**src/rtl/restador_serie.sv**
```systemverilog
// Bit-serial N-bit subtractor (D = A - B - Bin), LSB first, through one full-subtractor
// cell built from power-counted gate primitives, under a start/busy/done handshake.

module xor3_p #(
  parameter int PwrC = 0
) (
  input  logic a,
  input  logic b,
  input  logic c,
  output logic y
);
  // The power class only tags the instance for power annotation; logic is identical.
  if (PwrC >= 0) begin : g_core
    assign y = a ^ b ^ c;
  end else begin : g_core
    assign y = a ^ b ^ c;
  end
endmodule

module and2_p #(
  parameter int PwrC = 0
) (
  input  logic a,
  input  logic b,
  output logic y
);
  if (PwrC >= 0) begin : g_core
    assign y = a & b;
  end else begin : g_core
    assign y = a & b;
  end
endmodule

module or3_p #(
  parameter int PwrC = 0
) (
  input  logic a,
  input  logic b,
  input  logic c,
  output logic y
);
  if (PwrC >= 0) begin : g_core
    assign y = a | b | c;
  end else begin : g_core
    assign y = a | b | c;
  end
endmodule

module inv_p #(
  parameter int PwrC = 0
) (
  input  logic a,
  output logic y
);
  if (PwrC >= 0) begin : g_core
    assign y = ~a;
  end else begin : g_core
    assign y = ~a;
  end
endmodule

module restador_serie #(
  parameter int PwrC = 0,
  parameter int N    = 8
) (
  input  logic         clk,
  input  logic         rst,
  input  logic         start,
  input  logic [N-1:0] a,
  input  logic [N-1:0] b,
  input  logic         bi,
  output logic         busy,
  output logic         done,
  output logic [N-1:0] d,
  output logic         bo
);
  localparam int CW = (N > 1) ? $clog2(N) : 1;

  typedef enum logic [1:0] {IDLE, RUN, FIN} state_t;

  state_t         state_reg, state_next;
  logic [N-1:0]   ra_reg, rb_reg, d_reg;
  logic           borrow_reg, bo_reg;
  logic [CW-1:0]  cnt_reg;

  logic diff, nra, t_ab, t_aw, t_bw, borrow_next;

  // Single full-subtractor cell working on the LSBs of the operand shifters.
  xor3_p #(.PwrC(PwrC)) u_xor  (.a(ra_reg[0]), .b(rb_reg[0]), .c(borrow_reg), .y(diff));
  inv_p  #(.PwrC(PwrC)) u_inv  (.a(ra_reg[0]), .y(nra));
  and2_p #(.PwrC(PwrC)) u_and0 (.a(nra),       .b(rb_reg[0]),  .y(t_ab));
  and2_p #(.PwrC(PwrC)) u_and1 (.a(nra),       .b(borrow_reg), .y(t_aw));
  and2_p #(.PwrC(PwrC)) u_and2 (.a(rb_reg[0]), .b(borrow_reg), .y(t_bw));
  or3_p  #(.PwrC(PwrC)) u_or   (.a(t_ab), .b(t_aw), .c(t_bw), .y(borrow_next));

  always_ff @(posedge clk) begin
    if (rst) state_reg <= IDLE;
    else     state_reg <= state_next;
  end

  always_comb begin
    state_next = state_reg;
    busy       = 1'b0;
    done       = 1'b0;
    case (state_reg)
      IDLE: if (start) state_next = RUN;
      RUN: begin
        busy = 1'b1;
        if (cnt_reg == CW'(N - 1)) state_next = FIN;
      end
      FIN: begin
        busy       = 1'b1;
        done       = 1'b1;
        state_next = IDLE;
      end
      default: state_next = IDLE;
    endcase
  end

  // bo tracks the running borrow only while shifting, so it stays put outside RUN.
  always_ff @(posedge clk) begin
    if (rst) begin
      ra_reg     <= '0;
      rb_reg     <= '0;
      d_reg      <= '0;
      borrow_reg <= 1'b0;
      bo_reg     <= 1'b0;
      cnt_reg    <= '0;
    end else begin
      case (state_reg)
        IDLE: if (start) begin
          ra_reg     <= a;
          rb_reg     <= b;
          borrow_reg <= bi;
          cnt_reg    <= '0;
        end
        RUN: begin
          ra_reg     <= ra_reg >> 1;
          rb_reg     <= rb_reg >> 1;
          d_reg      <= {diff, d_reg[N-1:1]};
          borrow_reg <= borrow_next;
          bo_reg     <= borrow_next;
          cnt_reg    <= cnt_reg + 1'b1;
        end
        default: ;
      endcase
    end
  end

  assign d  = d_reg;
  assign bo = bo_reg;
endmodule

```
**config.mk**
```make
export PLATFORM = sky130hd
export DESIGN_NAME = restador_serie
export DESIGN_NICKNAME = d
export VERILOG_FILES = /design/src/rtl/restador_serie.sv
export SDC_FILE = /design/constraint.sdc
export NUM_CORES = 1
export LEC_CHECK = 0
export ABC_CLOCK_PERIOD_IN_PS = 1900
export CAP_MARGIN = 20
export CORE_ASPECT_RATIO = 1.75
export CORE_MARGIN = 3
export CORE_UTILIZATION = 40
export DETAILED_ROUTE_END_ITERATION = 10
export HOLD_SLACK_MARGIN = 0.08
export PLACE_DENSITY_LB_ADDON = 0.12
export SETUP_SLACK_MARGIN = 0.02
export SLEW_MARGIN = 10
export SYNTH_ARGS = -nofsm -noshare
export SYNTH_HDL_FRONTEND = slang
export SYNTH_HIERARCHICAL = 1
export SYNTH_SLANG_ARGS = --single-unit
```
**constraint.sdc**
```tcl
create_clock -name clk -period 1.9 [get_ports clk]
set_input_delay 0.57 -clock clk [delete_from_list [all_inputs] [get_ports clk]]
set_output_delay 0.57 -clock clk [all_outputs]
set_load 0.1 [all_outputs]
```
==> results.rst <==
.. list-table::
   :header-rows: 1

   * - Metric
     - Value
   * - DPL Wire Length
     - 2040 um
   * - Clock Path Buffers
     - 2
   * - Commonest non-fill, non-tap cell in the layout
     - sky130_fd_sc_hd__dfxtp_1
   * - DRT antenna net count
     - 0
   * - Largest fanout on the critical path
     - 4
   * - Met1 routing resource usage after global routing
     - 0.161
   * - CTS tree
     - built
   * - Min cycle time layout
     - 1.79 ns
   * - PortBufs
     - 30
   * - Top library cells by usage in the layout, fill and taps aside
     - sky130_fd_sc_hd__dfxtp_1, sky130_fd_sc_hd__mux2i_1, sky130_fd_sc_hd__clkdlybuf4s50_1
   * - Total wire length after detailed routing
     - ~2900 um
   * - Pin count of the biggest net entering global routing
     - 33
   * - Sequential-to-total area share from yosys stat
     - 0.396
   * - Effective utilization at floorplan
     - 0.423
   * - Portion of netlist area occupied by mux cells
     - 0.169
   * - Net total in the final layout
     - 199
   * - Die width
     - 53.3 um
   * - Number of maximum-capacitance constraint violations
     - 0
   * - Placement Setup Slack
     - -0.0268 ns
   * - Number of violations reported at the end of detailed-routing iteration 0
     - 18
   * - Post-Place Cells
     - 212
   * - Floorplan die area
     - roughly 4700 um^2
   * - Power per unit of standard cell area
     - 985 nW/um^2
   * - Critical path type
     - flip-flop to output port
   * - # H-tree levels
     - 2
   * - Total congestion overflow
     - 0
   * - Chain of cells forming the critical path
     - inv_1 -> ha_1 -> buf_12
   * - Share of synthesized cell area in full adder, half adder and majority cells
     - 0.0479
   * - Total vias in the final route
     - around 1100
   * - Slew at the pin with the worst max-slew slack
     - 0.483 ns
   * - Synthesized area per cell
     - 11.1 um^2
   * - Overall fraction of global-route tracks in use
     - 0.142
   * - Complex-gate fraction of the synthesized area
     - 0.161
   * - Peak per-stage delay on the critical path
     - 0.36 ns
   * - Placeable core region
     - ~3700 um^2
   * - Largest family of logic cells by synthesized area
     - multiplexers
   * - Sink count of the clock tree
     - 31
   * - Wire length of the first global-routing pass
     - 4910 um
   * - Average via count per standard cell
     - 5.02
   * - RSZ-0062 raised after global routing
     - false
   * - DRT Pass-1 Iters
     - 4
   * - Post-detailed-route wirelength per cell
     - 13.1 um
   * - Final Instance Count excl. Fillers
     - 220
   * - YS warnings
     - 6
   * - Max Clock Skew
     - around 0.0034 ns
   * - Count of antenna diodes in the layout
     - 0
   * - Buffers plus inverters on the worst setup path
     - 2
   * - CP endpoint kind
     - output port
   * - Launching element type of the critical path
     - flip-flop
   * - Standard cell with the maximum stage delay on the critical path
     - sky130_fd_sc_hd__dfxtp_2
   * - Syn_nets
     - 167
   * - Data required time at the worst endpoint
     - 1.33 ns
   * - Leakage Power
     - roughly 0.00080 uW
   * - Xor-xnor portion of the synthesized cell area
     - 0.0152
   * - Share of the clock period used by the worst path
     - 0.943
   * - Number of unique standard cell types used by synthesis
     - 28
   * - Vias in the first global route
     - 1115
   * - Simple-gate portion of the synthesized area
     - 0.137
   * - Die outline height
     - 88.8 um
   * - Relative slew margins
     - 0.678
   * - F_max
     - 558 MHz
   * - TritonCTS Buffers
     - 5
   * - Number of antenna violations at the first check in global routing
     - 0
   * - Final cell utilization of the core
     - 0.569
   * - Clock transition at the registers of the reported paths
     - 0.06 ns
   * - Setup violators final
     - 0
   * - Post-synth design cell area
     - 1570 um^2
   * - Number of remaining DRC errors
     - 0
   * - Status
     - complete, no violations
   * - Met2 capacity usage during global routing
     - 0.230
   * - Clock insertion delay at the later pin of the skew report
     - between 0.2 and 0.3 ns
   * - Number of failing hold endpoints at the final stage
     - 0
   * - Path category of the worst min-delay check
     - flip-flop to flip-flop
   * - Max-slew violation total from the final report
     - 0
   * - Post-Syn Instances
     - about 140
   * - Total power consumption of the routed design
     - 2080 uW
   * - # IOs
     - 31
   * - Global routing usage on met3
     - 0.0506
   * - Number of rows created at floorplan
     - 29
   * - Number of setup buffers added after CTS
     - 0
   * - Share of layout cells above drive strength 1
     - 0.339
   * - Setup TNS Final
     - 0 ns
   * - Slack of the critical path
     - 0.108 ns
   * - Worst vdd ir
     - 710 uV
   * - Peak-usage layer in the global routing report
     - met2
   * - Placer Congestion
     - 0.688
   * - Yosys reg bits
     - 31
   * - Clk Tree Root Cell
     - sky130_fd_sc_hd__clkbuf_8
   * - Crit path DAT
     - 1.22 ns
   * - Cell family contributing the most delay on the critical path
     - flip-flops
   * - Layout filler cell count
     - 331
   * - Area growth, synth to finish
     - 34.5%
## logic make-up after synthesis
group                    Yosys count
multiplexers                      26
AND/OR/NAND/NOR                   39
flip-flops                        31
XOR/XNOR                           1
AO/OA/AOI/OAI                     24
adder cells (fa/ha/maj)            6
buffers and inverters             14
## synthesized netlist by cell type (all sizes together)
master,instances,area share
nand3,1,0.0032
a32oi,2,0.011
buf,9,0.061
clkbuf,1,0.0024
and2,3,0.012
nand3b,3,0.019
a21oi,5,0.021
nand2,3,0.0072
nand2b,1,0.0040
or3,1,0.0040
nor2,26,0.083
ha,6,0.048
inv,4,0.0096
mux2i,25,0.16
mux2,1,0.0096
xor3,1,0.015
or2b,1,0.0048
dfxtp,31,0.40
a21o,1,0.0048
a211oi,16,0.12
## where the power goes
group	internal, uW	switching, uW	leakage, uW	total, uW
Sequential	722	54.0	0.000255	776
Combinational	287	342	0.000488	629
Clock	424	246	0.0000612	670
## worst register-to-register path: stages, from the launching register on
cell                       delay (ns)
sky130_fd_sc_hd__dfxtp_2         0.36
sky130_fd_sc_hd__inv_1           0.07
sky130_fd_sc_hd__ha_1            0.27
sky130_fd_sc_hd__mux2_4          0.55
sky130_fd_sc_hd__nor2_1          0.12
sky130_fd_sc_hd__a211oi_2        0.19
## per-layer routing
metal | wire length, um | share of wire
met5 | 0 | 0
met3 | 166 | 0.058
met4 | 66 | 0.023
met1 | 1170 | 0.41
met2 | 1480 | 0.51
## cell type report
class,count,area [um^2],share of cell area
multi-input cells,96,835,0.396
well taps,46,57.6,0.0273
clock buffers,6,82.6,0.0392
flip-flops and latches,31,622,0.295
repair buffers,35,460,0.219
inverters,4,15.0,0.00713
clock inverters,2,35.0,0.0166
## timing repair
item	CTS	global route
setup endpoints to repair	0	1
resized for setup	0	1
hold endpoints to repair	0	0
hold buffers	0	0
## per-stage QoR
step / cell area, um^2 / hold slack [ns]
final: 2110 / 0.461
after global routing: 2110 / 0.492
after CTS: 2110 / 0.467
after detailed placement: 1990 / 0.457
after global placement: 1990 / 0.450
after floorplan: 1570 / 0.440
## worst paths after layout
kind / from / end / slack [ns] / depth (start not counted)
worst max-delay path: state_reg[0] / busy / 0.11 / 3
worst min-delay path: ra_reg[7] / ra_reg[7] / 0.46 / 2
worst max register to register: state_reg[0] / borrow_reg / 0.28 / 5
worst min register to register: ra_reg[7] / ra_reg[7] / 0.46 / 2
No activity file was read; power rests on OpenSTA's default activity.
